[src/rtl/bcd_add_sequencer.sv]
// rtl/bcd_add_sequencer.sv - multi-digit BCD adder using one shared digit stage, one digit per clock
module bcd_add_sequencer #(
  parameter int DIGITS = 4
) (
  input  logic                clk,
  input  logic                reset,
  input  logic                start,
  input  logic                cin,
  input  logic [4*DIGITS-1:0] a,
  input  logic [4*DIGITS-1:0] b,
  output logic                busy,
  output logic                done,
  output logic [4*DIGITS:0]   s,
  output logic                err
);

  localparam int W = 4 * DIGITS;
  localparam logic [3:0] LAST = 4'(DIGITS - 1);

  typedef enum logic [1:0] {IDLE, CALC, DONE} state_t;

  state_t       state;
  logic [W-1:0] a_r;
  logic [W-1:0] b_r;
  logic [W-1:0] work;
  logic [W-1:0] work_next;
  logic [3:0]   idx;
  logic         carry;
  logic         err_acc;

  logic [3:0] da;
  logic [3:0] db;
  logic [4:0] t;
  logic [3:0] dig;
  logic       cout;
  logic       digit_bad;

  // The single shared digit stage: select digit idx, add, decimal-correct
  always_comb begin
    da        = 4'd0;
    db        = 4'd0;
    work_next = work;
    for (int i = 0; i < DIGITS; i++) begin
      if (idx == 4'(i)) begin
        da = a_r[4*i +: 4];
        db = b_r[4*i +: 4];
      end
    end
    t = {1'b0, da} + {1'b0, db} + {4'd0, carry};
    if (t > 5'd9) begin
      dig  = t[3:0] + 4'd6;
      cout = 1'b1;
    end else begin
      dig  = t[3:0];
      cout = 1'b0;
    end
    digit_bad = (da > 4'd9) || (db > 4'd9);
    for (int i = 0; i < DIGITS; i++) begin
      if (idx == 4'(i)) begin
        work_next[4*i +: 4] = dig;
      end
    end
  end

  always_ff @(posedge clk) begin
    if (reset) begin
      state   <= IDLE;
      busy    <= 1'b0;
      done    <= 1'b0;
      s       <= '0;
      err     <= 1'b0;
      idx     <= 4'd0;
      carry   <= 1'b0;
      a_r     <= '0;
      b_r     <= '0;
      work    <= '0;
      err_acc <= 1'b0;
    end else begin
      case (state)
        IDLE: begin
          done <= 1'b0;
          if (start) begin
            a_r     <= a;
            b_r     <= b;
            carry   <= cin;
            work    <= '0;
            err_acc <= 1'b0;
            idx     <= 4'd0;
            busy    <= 1'b1;
            state   <= CALC;
          end
        end
        CALC: begin
          work    <= work_next;
          carry   <= cout;
          err_acc <= err_acc | digit_bad;
          if (idx == LAST) begin
            // Results publish only here, so an aborted run never touches s/err
            s     <= {cout, work_next};
            err   <= err_acc | digit_bad;
            busy  <= 1'b0;
            done  <= 1'b1;
            idx   <= 4'd0;
            state <= DONE;
          end else begin
            idx <= idx + 4'd1;
          end
        end
        DONE: begin
          done  <= 1'b0;
          state <= IDLE;
        end
        default: begin
          busy  <= 1'b0;
          done  <= 1'b0;
          state <= IDLE;
        end
      endcase
    end
  end

endmodule
[config.mk]
export PLATFORM = sky130hd
export DESIGN_NAME = bcd_add_sequencer
export DESIGN_NICKNAME = d
export VERILOG_FILES = /design/src/rtl/bcd_add_sequencer.sv
export SDC_FILE = /design/constraint.sdc
export NUM_CORES = 1
export LEC_CHECK = 0
export CORE_UTILIZATION = 53
export DETAILED_ROUTE_END_ITERATION = 12
export HOLD_SLACK_MARGIN = 0.12
export PLACE_DENSITY = 0.84
export SETUP_SLACK_MARGIN = 0.3
export SLEW_MARGIN = 25
export SYNTH_ARGS = -nofsm -noshare
export SYNTH_HDL_FRONTEND = slang
export SYNTH_SLANG_ARGS = --single-unit
[constraint.sdc]
create_clock -name clk -period 4.39 [get_ports clk]
set_clock_uncertainty 0.05 [all_clocks]
set_input_delay 0.6585 -clock clk [delete_from_list [all_inputs] [get_ports clk]]
set_output_delay 0.6585 -clock clk [all_outputs]
set_load 0.02 [all_outputs]
==> reports/metrics.yaml <==
status: "finished, final reports clean"
clk_path_buf_depth: 2
worstHoldStart: "work[7]"
hold_violations: 0
peakVddDrop_mv: 0.2266
fin_ws_ps: 512.5
max_clock_freq_mhz: 257.9
drv_cap: 0
n_antenna_cell: 0
intPower_w: 0.001096
synth-edff-count: 0
io_buffers: 55
drv_slew: 0
dp_hpwl_mm: 5.914
drtIter0Drc: 438
ys_top_cells_by_count: "nand2_1, dfxtp_1, a21oi_1"
cts_inserted_buffers: 9
clock_latency_ps: 360
avgRoutedWirePerCell_um: 14.74
grt_max_degree: 34
fp.dieW_um: 83.38
p_leak_nw: 1.644
root_buffer: "clkbuf_8"
power.density_nw_per_um2: 362.4
worstPathCellList: "inv_1 > ha_2 > nand3b_1 > a21oi_1 > a21oi_1 > o21ai_0 > nand2_1 > fa_1 > inv_1 > fa_1 > inv_2 > ha_2 > nand2_1 > o31a_1 > a31oi_4 > mux2i_4 > a32o_1"
synth_top_area_share: 0.4107
seq_power_share: 0.449
vias_per_cell: 5.918
synthTopCellsByArea: "dfxtp_1, nand2_1, a21oi_1"
ys_seq_area_frac: 0.4107
power_w: 0.001564
nNetsFinal: 526
critPathKind: "register to register"
crit_slowest_cell: "fa_1"
avgSynthCellArea_sq_um: 8.105
dp_slack_ps: 222.5
clk_pin_slew_worst_paths_ps: 70
synth_nets: 479
grt_pass1_vias: 2946
arrival_ps: 4130
track_usage: 0.2461
detail-route-antenna-nets: 0
hold_path_class: "register to register"
grt_first_pass_wirelength_mm: 13.83
hold_ws_ps: 401.9
comb_power_share: 0.235
swShare: 0.2994
cts_tree: "built"
tightest_slew_ps: 800.6
crit_fanout: 17
ys.flop_type: "dfxtp_1"
syn_area_sq_um: 3510
startpoint_type: "register"
rsz0062_at_grt: "no"
postSynthCellCount: 433
crit_buf_inv: 3
slowest_delay_ps: 440
overflow: 0
hold_buffers: 0
p_sw_w: 0.0004682
dieArea_sq_um: 6951
coreArea_sq_um: 6386
layout_min_cycle_time_ps: 3878
dp_cells: 545
chipHeight_um: 83.38
area_growth_pct: 22.96
rows: 29
synth.most_common_cell: "nand2_1"
setup_viol: 0
drive_above_1_share: 0.09072
ys_seq_elements: 72
p_clk_frac: 0.316
crit_path_start: "idx[1]"
slew_headroom: 0.4643
gp_congestion: 0.9558
path_delay_family: "adder cells"
crit_path_end_kind: "register"
finalSetupTns_ps: 0
clkSinkCount: 72
stdcell_count: 562
drt-pass1-iter-count: 5
synth_cell_types: 54
synth_warnings: 0
antenna_found_initial: 0
synthArstFlopShare: 0
htreeDepth: 3
vias: 3326
r2r-start: "idx[1]"
drc_errors: 0
postRouteWirelength_mm: 8.285
synth.largest_area_cell: "dfxtp_1"
initial_core_util: 0.5496
num_io_pins: 56
fin_crit_sh: 0.8833
cp.required_ps: 4640
-- path summary, 6_finish.rpt --
path	end	slack, ps	cells past startpoint
setup / recovery	work[6]	510	17
hold / removal	work[7]	400	2
hold reg to reg	work[7]	400	2
setup reg to reg	work[6]	510	17
-- area by class of cell --
type,instances,area (sq um)
Clock buffer,12,135.1
Clock inverter,4,45.04
Fill cell,536,2071
Inverter,15,56.30
Multi-Input combinational cell,318,1924
Sequential cell,72,1441
Tap cell,77,96.34
Timing Repair Buffer,64,616.8
-- kinds of logic after synthesis --
group | count (synthesis) | synth area share
compound gates | 127 | 0.2353
xor+xnor | 3 | 0.007488
fa+ha+maj | 10 | 0.03993
buf+inv | 43 | 0.04848
flops | 72 | 0.4107
mux | 8 | 0.02389
simple gates | 170 | 0.2342
-- flip-flops by register name, summed over array words and instances, names as in the netlist, 2 cells and up --
| name | count |
|---|---|
| s | 17 |
| a_r | 16 |
| b_r | 16 |
| work | 12 |
| idx | 4 |
| state | 2 |
-- worst reg2reg max path: stages (launching register included) --
cell and delay (ps):
dfxtp_1 380, inv_1 90, ha_2 280, nand3b_1 200
a21oi_1 150, a21oi_1 50, o21ai_0 150, nand2_1 90
fa_1 420, inv_1 80, fa_1 440, inv_2 130
ha_2 230, nand2_1 80, o31a_1 170, a31oi_4 250
mux2i_4 360, a32o_1 200
-- power groups by stage --
stage | Clock, W | Sequential, W | Combinational (W)
after floorplan | 0 | 0.000711 | 0.000249
after global placement | 0 | 0.000715 | 0.000332
after detailed placement | 0 | 0.000716 | 0.000342
after CTS | 0.000504 | 0.000702 | 0.000352
after global routing | 0.000534 | 0.000704 | 0.000397
final | 0.000495 | 0.000702 | 0.000367
-- cells in the final DEF, fill, tap and decap left out, types with 3 or more instances in the layout --
cell type,instances
clkbuf_8,9
a21o_1,8
o21bai_1,5
dfxtp_1,72
a21oi_1,53
a32o_1,4
nand4b_1,3
inv_1,14
a311oi_1,6
nor3b_2,4
nand3_1,4
clkdlybuf4s50_1,54
buf_4,8
nor2_1,22
o21ai_1,4
clkbuf_1,3
a31oi_1,4
ha_2,5
ha_1,3
mux2i_1,7
a211oi_1,3
clkinv_2,3
nand2_1,96
nor3_1,14
o21ai_0,17
and2_1,4
nand3b_1,10
-- routing by layer --
| metal | track usage | share of wire |
|---|---|---|
| met3 | 0.06163 | 0.065 |
| met5 | 0 | 0 |
| met4 | 0.09718 | 0.016 |
| met1 | 0.3321 | 0.45 |
| met2 | 0.3770 | 0.47 |
-- stage by stage --
step	utilization	cell area (sq um)
5_1_grt	0.6757	4315
3_5_place_dp	0.6430	4106
2_1_floorplan	-	3510
6_report	0.6757	4315
3_3_place_gp	0.6413	4095
4_1_cts	0.6730	4298
-- what timing repair did --
action,CTS,global route
resized for setup,2,5
setup buffers,0,1
cloned,0,0
pin swaps,0,1
endpoints found under the setup margin,7,20
Note: power is estimated with default switching activity, not from simulation.
